===== src/rtl/sprite_line_scanner.sv =====
// rtl/sprite_line_scanner.sv - per-scanline sprite scanner feeding the sprite drawer
// Optional vertical flip of row_off is enabled by defining SPRITE_VFLIP_EN.
module sprite_line_scanner #(
    parameter int NUM_SPRITE    = 32,
    parameter int FIFO_DEPTH    = 8,
    parameter int SPRITE_H      = 16,
    parameter int MAX_PER_LINE  = 16,
    parameter int VISIBLE_LINES = 480,
    parameter int RD_LAT        = 1
) (
    input  logic                              clk,
    input  logic                              reset_n,
    input  logic                              start_row,
    input  logic [9:0]                        next_vcount,
    output logic [$clog2(NUM_SPRITE)-1:0]     ra,
    input  logic [31:0]                       rd_data,
    output logic                              draw_valid,
    input  logic                              draw_ready,
    output logic [9:0]                        col_base,
    output logic                              hflip,
    output logic [7:0]                        frame_id,
    output logic [$clog2(SPRITE_H)-1:0]       row_off,
    output logic [$clog2(MAX_PER_LINE+1)-1:0] hit_count,
    output logic                              line_overflow,
    output logic                              fe_done
);
    localparam int AW = $clog2(NUM_SPRITE);
    localparam int RW = $clog2(SPRITE_H);
    localparam int CW = $clog2(MAX_PER_LINE + 1);
    localparam int PW = $clog2(FIFO_DEPTH);
    localparam int OW = PW + 1;
    localparam int EW = 10 + 1 + 8 + RW;

    typedef enum logic [1:0] {IDLE, SCAN, DRAIN} state_t;

    state_t            state;
    logic [9:0]        line_v;
    logic [RD_LAT-1:0] pipe_v;
    logic [EW-1:0]     q_mem [FIFO_DEPTH];
    logic [PW-1:0]     q_wr;
    logic [PW-1:0]     q_rd;
    logic [OW-1:0]     q_cnt;

    logic          rd_vld;
    logic          hit;
    logic          accept;
    logic          drop;
    logic          load;
    logic          from_q;
    logic          bypass;
    logic          push;
    logic          issue;
    logic [OW:0]   in_flight;
    logic [9:0]    diff;
    logic [RW-1:0] row;
    logic [EW-1:0] hit_entry;
    logic          unused_bits;

    always_comb begin
        in_flight = '0;
        for (int i = 0; i < RD_LAT; i++) begin
            in_flight = in_flight + (OW+1)'(pipe_v[i]);
        end
        rd_vld = pipe_v[RD_LAT-1];
        hit = rd_vld && rd_data[31]
              && ({1'b0, line_v} >= {2'b00, rd_data[26:18]})
              && ({1'b0, line_v} < ({2'b00, rd_data[26:18]} + 11'(SPRITE_H)));
        diff = line_v - {1'b0, rd_data[26:18]};
        row  = diff[RW-1:0];
`ifdef SPRITE_VFLIP_EN
        if (rd_data[29]) begin
            row = ~diff[RW-1:0];
        end
`endif
        hit_entry = {rd_data[17:8], rd_data[30], rd_data[7:0], row};
        accept = hit && (hit_count != CW'(MAX_PER_LINE));
        drop   = hit && (hit_count == CW'(MAX_PER_LINE));
        load   = !draw_valid || draw_ready;
        from_q = load && (q_cnt != '0);
        // An empty queue lets a fresh hit go straight to the output register.
        bypass = load && (q_cnt == '0) && accept;
        push   = accept && !bypass;
        issue  = (state == SCAN) && !drop
                 && (({1'b0, q_cnt} + in_flight) < (OW+1)'(FIFO_DEPTH));
    end

`ifdef SPRITE_VFLIP_EN
    assign unused_bits = ^{rd_data[28:27], diff[9:RW]};
`else
    assign unused_bits = ^{rd_data[29:27], diff[9:RW]};
`endif

    always_ff @(posedge clk) begin
        if (push) begin
            q_mem[q_wr] <= hit_entry;
        end
    end

    always_ff @(posedge clk or negedge reset_n) begin
        if (!reset_n) begin
            state         <= IDLE;
            line_v        <= '0;
            ra            <= '0;
            pipe_v        <= '0;
            q_wr          <= '0;
            q_rd          <= '0;
            q_cnt         <= '0;
            draw_valid    <= 1'b0;
            col_base      <= '0;
            hflip         <= 1'b0;
            frame_id      <= '0;
            row_off       <= '0;
            hit_count     <= '0;
            line_overflow <= 1'b0;
            fe_done       <= 1'b1;
        end else if (start_row) begin
            line_v        <= next_vcount;
            ra            <= '0;
            pipe_v        <= '0;
            q_wr          <= '0;
            q_rd          <= '0;
            q_cnt         <= '0;
            draw_valid    <= 1'b0;
            hit_count     <= '0;
            line_overflow <= 1'b0;
            if ({1'b0, next_vcount} < 11'(VISIBLE_LINES)) begin
                state   <= SCAN;
                fe_done <= 1'b0;
            end else begin
                state   <= IDLE;
                fe_done <= 1'b1;
            end
        end else begin
            pipe_v[0] <= issue;
            for (int i = 1; i < RD_LAT; i++) begin
                pipe_v[i] <= pipe_v[i-1];
            end
            if (issue && (ra != AW'(NUM_SPRITE - 1))) begin
                ra <= ra + AW'(1);
            end
            if (accept) begin
                hit_count <= hit_count + CW'(1);
            end
            if (drop) begin
                line_overflow <= 1'b1;
            end
            if (push) begin
                q_wr <= q_wr + PW'(1);
            end
            if (from_q) begin
                q_rd <= q_rd + PW'(1);
            end
            case ({push, from_q})
                2'b10:   q_cnt <= q_cnt + OW'(1);
                2'b01:   q_cnt <= q_cnt - OW'(1);
                default: q_cnt <= q_cnt;
            endcase
            if (from_q) begin
                {col_base, hflip, frame_id, row_off} <= q_mem[q_rd];
                draw_valid <= 1'b1;
            end else if (bypass) begin
                {col_base, hflip, frame_id, row_off} <= hit_entry;
                draw_valid <= 1'b1;
            end else if (load) begin
                draw_valid <= 1'b0;
            end
            case (state)
                SCAN: begin
                    if (drop || (issue && (ra == AW'(NUM_SPRITE - 1)))) begin
                        state <= DRAIN;
                    end
                end
                DRAIN: begin
                    if ((in_flight == '0) && (q_cnt == '0) && !draw_valid && draw_ready) begin
                        state   <= IDLE;
                        fe_done <= 1'b1;
                    end
                end
                default: state <= state;
            endcase
        end
    end

    a_no_overfill: assert property (@(posedge clk) disable iff (!reset_n)
        !(push && (q_cnt == OW'(FIFO_DEPTH))));

endmodule


===== config.mk =====
export PLATFORM = sky130hd
export DESIGN_NAME = sprite_line_scanner
export DESIGN_NICKNAME = d
export VERILOG_FILES = /design/src/rtl/sprite_line_scanner.sv
export SDC_FILE = /design/constraint.sdc
export NUM_CORES = 1
export LEC_CHECK = 0
export BUFFER_PORTS_ARGS = -buffer_cell sky130_fd_sc_hd__buf_4
export CAP_MARGIN = 20
export CORE_UTILIZATION = 60
export CTS_CLUSTER_DIAMETER = 150
export DETAILED_ROUTE_END_ITERATION = 16
export PLACE_DENSITY = 0.8
export SYNTH_ARGS = -nofsm -noshare
export SYNTH_HDL_FRONTEND = slang
export SYNTH_SLANG_ARGS = --single-unit

===== constraint.sdc =====
create_clock -name clk -period 6.4 [get_ports clk]
set_input_delay 0.32 -clock clk [delete_from_list [all_inputs] [get_ports clk]]
set_output_delay 0.32 -clock clk [all_outputs]
set_load 0.01 [all_outputs]

==> flow_metrics.tcl <==
set metrics [dict create \
    status "complete, no violations" \
    coreArea_mm2 0.0168 \
    grt_usage 0.252 \
    start_util 0.622 \
    drt.antenna.violating_nets 0 \
    cp_slowest_stage_delay_ns 0.76 \
    setup_viol 0 \
    p_leak_nw 4.43 \
    period_share 0.592 \
    area.sequential_mm2 0.00701 \
    cp.required_ns 6.54 \
    antenna_found_initial 0 \
    gp_congestion 0.831 \
    die_h_um 134 \
    grt.overflow.total 0 \
    synthesis.area_mm2 0.0105 \
    wirelength_met1_um 8370 \
    hpwl_um 11900 \
    met3WireLength_um 1100 \
    postSynthCellCount 618 \
    drv_cap 0 \
    path_common_cell "inv_1" \
    die-area_mm2 0.0180 \
    synth_seq_cells 243 \
    rsz0062_at_grt "no" \
    ys_async_sr_fraction 0.243 \
    viasPerCell 6.15 \
    grt_pass1_wl_um 33700 \
    fillCellCount 1051 \
    crit_path_end_kind "register" \
    ir_worst_vdd_mv 0.271 \
    io_buffers 78 \
    path_delay_family "simple AND/OR/NAND/NOR gates" \
    path_buf_inv 2 \
    crit_chain "inv_1 > ha_1 > inv_1 > fa_1 > a211oi_1 > nor4b_1 > o21ai_0 > nand3_1 > or3_1 > nor2_4" \
    slew_violations 0 \
    final_nets 777 \
    power.density_mw_per_mm2 380 \
    design.portCount 82 \
    antennaDiodeCount 0 \
    instances_no_fill 944 \
    cts_buffers 25 \
    drtPass1Iterations 5 \
    tightest_slew_ns 0.922 \
    worstPathMaxFanout 23 \
    ctsHtreeMaxLevel 1 \
    drcViolationCount 0 \
    cts_num_sinks 243 \
    slew_headroom 0.384 \
    rows 47 \
    layout-drive-gt1-share 0.307 \
    clkTransAtPathRegs_ns 0.06 \
    start_kind "register" \
    wl_per_cell_um 22.6 \
    cts-resized-gates 0 \
    synth_flop_cell "edfxtp_1" \
    vias 5804 \
    arrival_ns 3.93 \
    yosysSeqAreaShare 0.669 \
    synth_top_area_frac 0.528 \
    grt_pass1_vias 6106 \
    fin_area_mm2 0.0121 \
    ys_warn_count 0 \
    grt_max_degree 60 \
    path_class "register to register" \
    cts-root-buf "clkbuf_16" \
    syn_to_final_growth_pct 15.8 \
    cts_tree "built" \
    die-width_um 134 \
    cts_max_path_buffers 3 \
    wl_um 21400 \
    fin_setup_tns_ns 0 \
    synthDistinctLibCells 55 \
    multiInputGateArea_mm2 0.00332 \
    place_inst 897 \
    first_iter_violations 333 \
    wl_met2_um 11400 \
    synth_edf_count 184 \
    hold_path_class "input port to register" \
    min_period_ns 3.79 \
    clock.fmax_ghz 0.264 \
    place_area_mm2 0.0113 \
    routed.top_layer "met4" \
    fin_skew_ns 0.00973 \
    critical_path.slowest_cell "nor2_4" \
    utilization 0.721 \
    syn_nets 690 \
    synth_area_leader_cell "edfxtp_1" \
    avgSynthCellArea_um2 16.9 \
    synth_area_leaders "edfxtp_1 53%, dfrtp_1 14%, mux4_2 9.9%, ha_1 2.9%, mux2_4 2.7%" \
    hold_violations 0 \
    clk_latency_ns 0.52 \
]
## per-stage QoR
stage / setup WS, ns / total power, mW / hold WS (ns)
3_3_place_gp: 2.75 / 3.12 / 0.463
5_1_grt: 2.41 / 4.80 / 0.0226
4_1_cts: 2.60 / 4.64 / 0.0143
6_report: 2.61 / 4.60 / 0.0279
2_1_floorplan: 2.23 / 2.83 / 0.0244
3_5_place_dp: 2.62 / 3.18 / 0.485
## layout make-up
class | count | share of cell area
flip-flops and latches | 243 | 0.578
multi-input cells | 333 | 0.274
clock buffers | 36 | 0.0591
repair buffers | 84 | 0.0522
well taps | 220 | 0.0227
clock inverters | 10 | 0.00867
inverters | 18 | 0.00557
## power by group
part | leakage, nW | internal (mW) | switching (mW)
logic | 1.63 | 0.628 | 0.606
registers | 2.39 | 1.82 | 0.104
clock network | 0.407 | 0.859 | 0.587
total | 4.43 | 3.31 | 1.30
## layer usage
layer,global-route usage,up-vias
met1,0.317,2962
met2,0.450,221
met3,0.0401,37
met5,0,-
met4,0.0780,0
li1,-,2584
## worst register-to-register path, stage by stage (launching register included)
cell and delay [ns]:
dfrtp_1 0.35, inv_1 0.07, ha_1 0.14, inv_1 0.05
fa_1 0.42, a211oi_1 0.24, nor4b_1 0.09, o21ai_0 0.38
nand3_1 0.32, or3_1 0.59, nor2_4 0.76
## synthesized netlist by cell type, types with 5 or more instances
| cell type | instances |
|---|---|
| edfxtp_1 | 184 |
| dfrtp_1 | 58 |
| mux4_2 | 46 |
| nand2_1 | 33 |
| nor2_1 | 27 |
| mux2i_1 | 25 |
| o21ai_0 | 25 |
| ha_1 | 24 |
| a21oi_1 | 22 |
| mux2_4 | 19 |
| inv_1 | 18 |
| clkbuf_1 | 15 |
| mux2_2 | 14 |
| nand3_1 | 11 |
| nor2b_1 | 7 |
| nor3_1 | 7 |
| xnor2_1 | 7 |
| buf_2 | 6 |
| nand4_1 | 6 |
| nand2b_1 | 5 |
| o21ai_1 | 5 |
## timing repair
| item | in CTS | in global routing |
|---|---|---|
| hold endpoints to repair | 58 | 0 |
| setup buffers | 0 | 0 |
| hold buffers | 1 | 0 |
## layout by cell type, fill, tap and decap left out, types with 6 or more instances in the layout
master     instances
nand2_1           33
nor2_1            21
inv_1             18
dfrtp_1           56
ha_1              24
edfxtp_1         184
nand3_1           11
buf_4             83
mux2_4            19
a21oi_1           22
nand4_1            6
o21ai_0           25
clkbuf_1           6
nor2_4             6
mux4_2            46
mux2i_1           25
xnor2_1            7
clkbuf_16         25
mux2_2            14
nor2b_1            7
## registers in the layout (all words and copies together), names as in the netlist
name,count
ra,5
frame_id,8
line_overflow,1
q_mem,184
line_v,10
fe_done,1
q_cnt,4
hflip,1
state,2
hit_count,5
row_off,4
q_wr,3
pipe_v,1
q_rd,3
draw_valid,1
col_base,10
## cell families (layout without fill, tap and decap cells)
kind of cell	after synthesis	after routing	synth area share
flip-flops	243	243	0.669
AND/OR/NAND/NOR	118	118	0.0580
multiplexers	107	107	0.168
AO/OA/AOI/OAI	72	72	0.0448
buffers and inverters	42	148	0.0189
adder cells (fa/ha/maj)	26	26	0.0325
XOR/XNOR	10	10	0.00837
## worst paths after layout
kind | start | endpoint | slack (ns) | cells after the start
worst max-delay path | line_v[0]$_DFFE_PN0P_ | q_mem[2][20]$_DFFE_PP_ | 2.61 | 10
worst min-delay path | next_vcount[0] | line_v[0]$_DFFE_PN0P_ | 0.03 | 3
worst max register to register | line_v[0]$_DFFE_PN0P_ | q_mem[2][20]$_DFFE_PP_ | 2.61 | 10
worst min register to register | line_v[3]$_DFFE_PN0P_ | line_v[3]$_DFFE_PN0P_ | 0.51 | 1
max in group asynchronous | reset_n | q_rd[2]$_DFFE_PN0P_ | 5.34 | 2
min in group asynchronous | reset_n | ra[2]$_DFFE_PN0P_ | 0.45 | 2
Power figures use the tool's default switching activity.
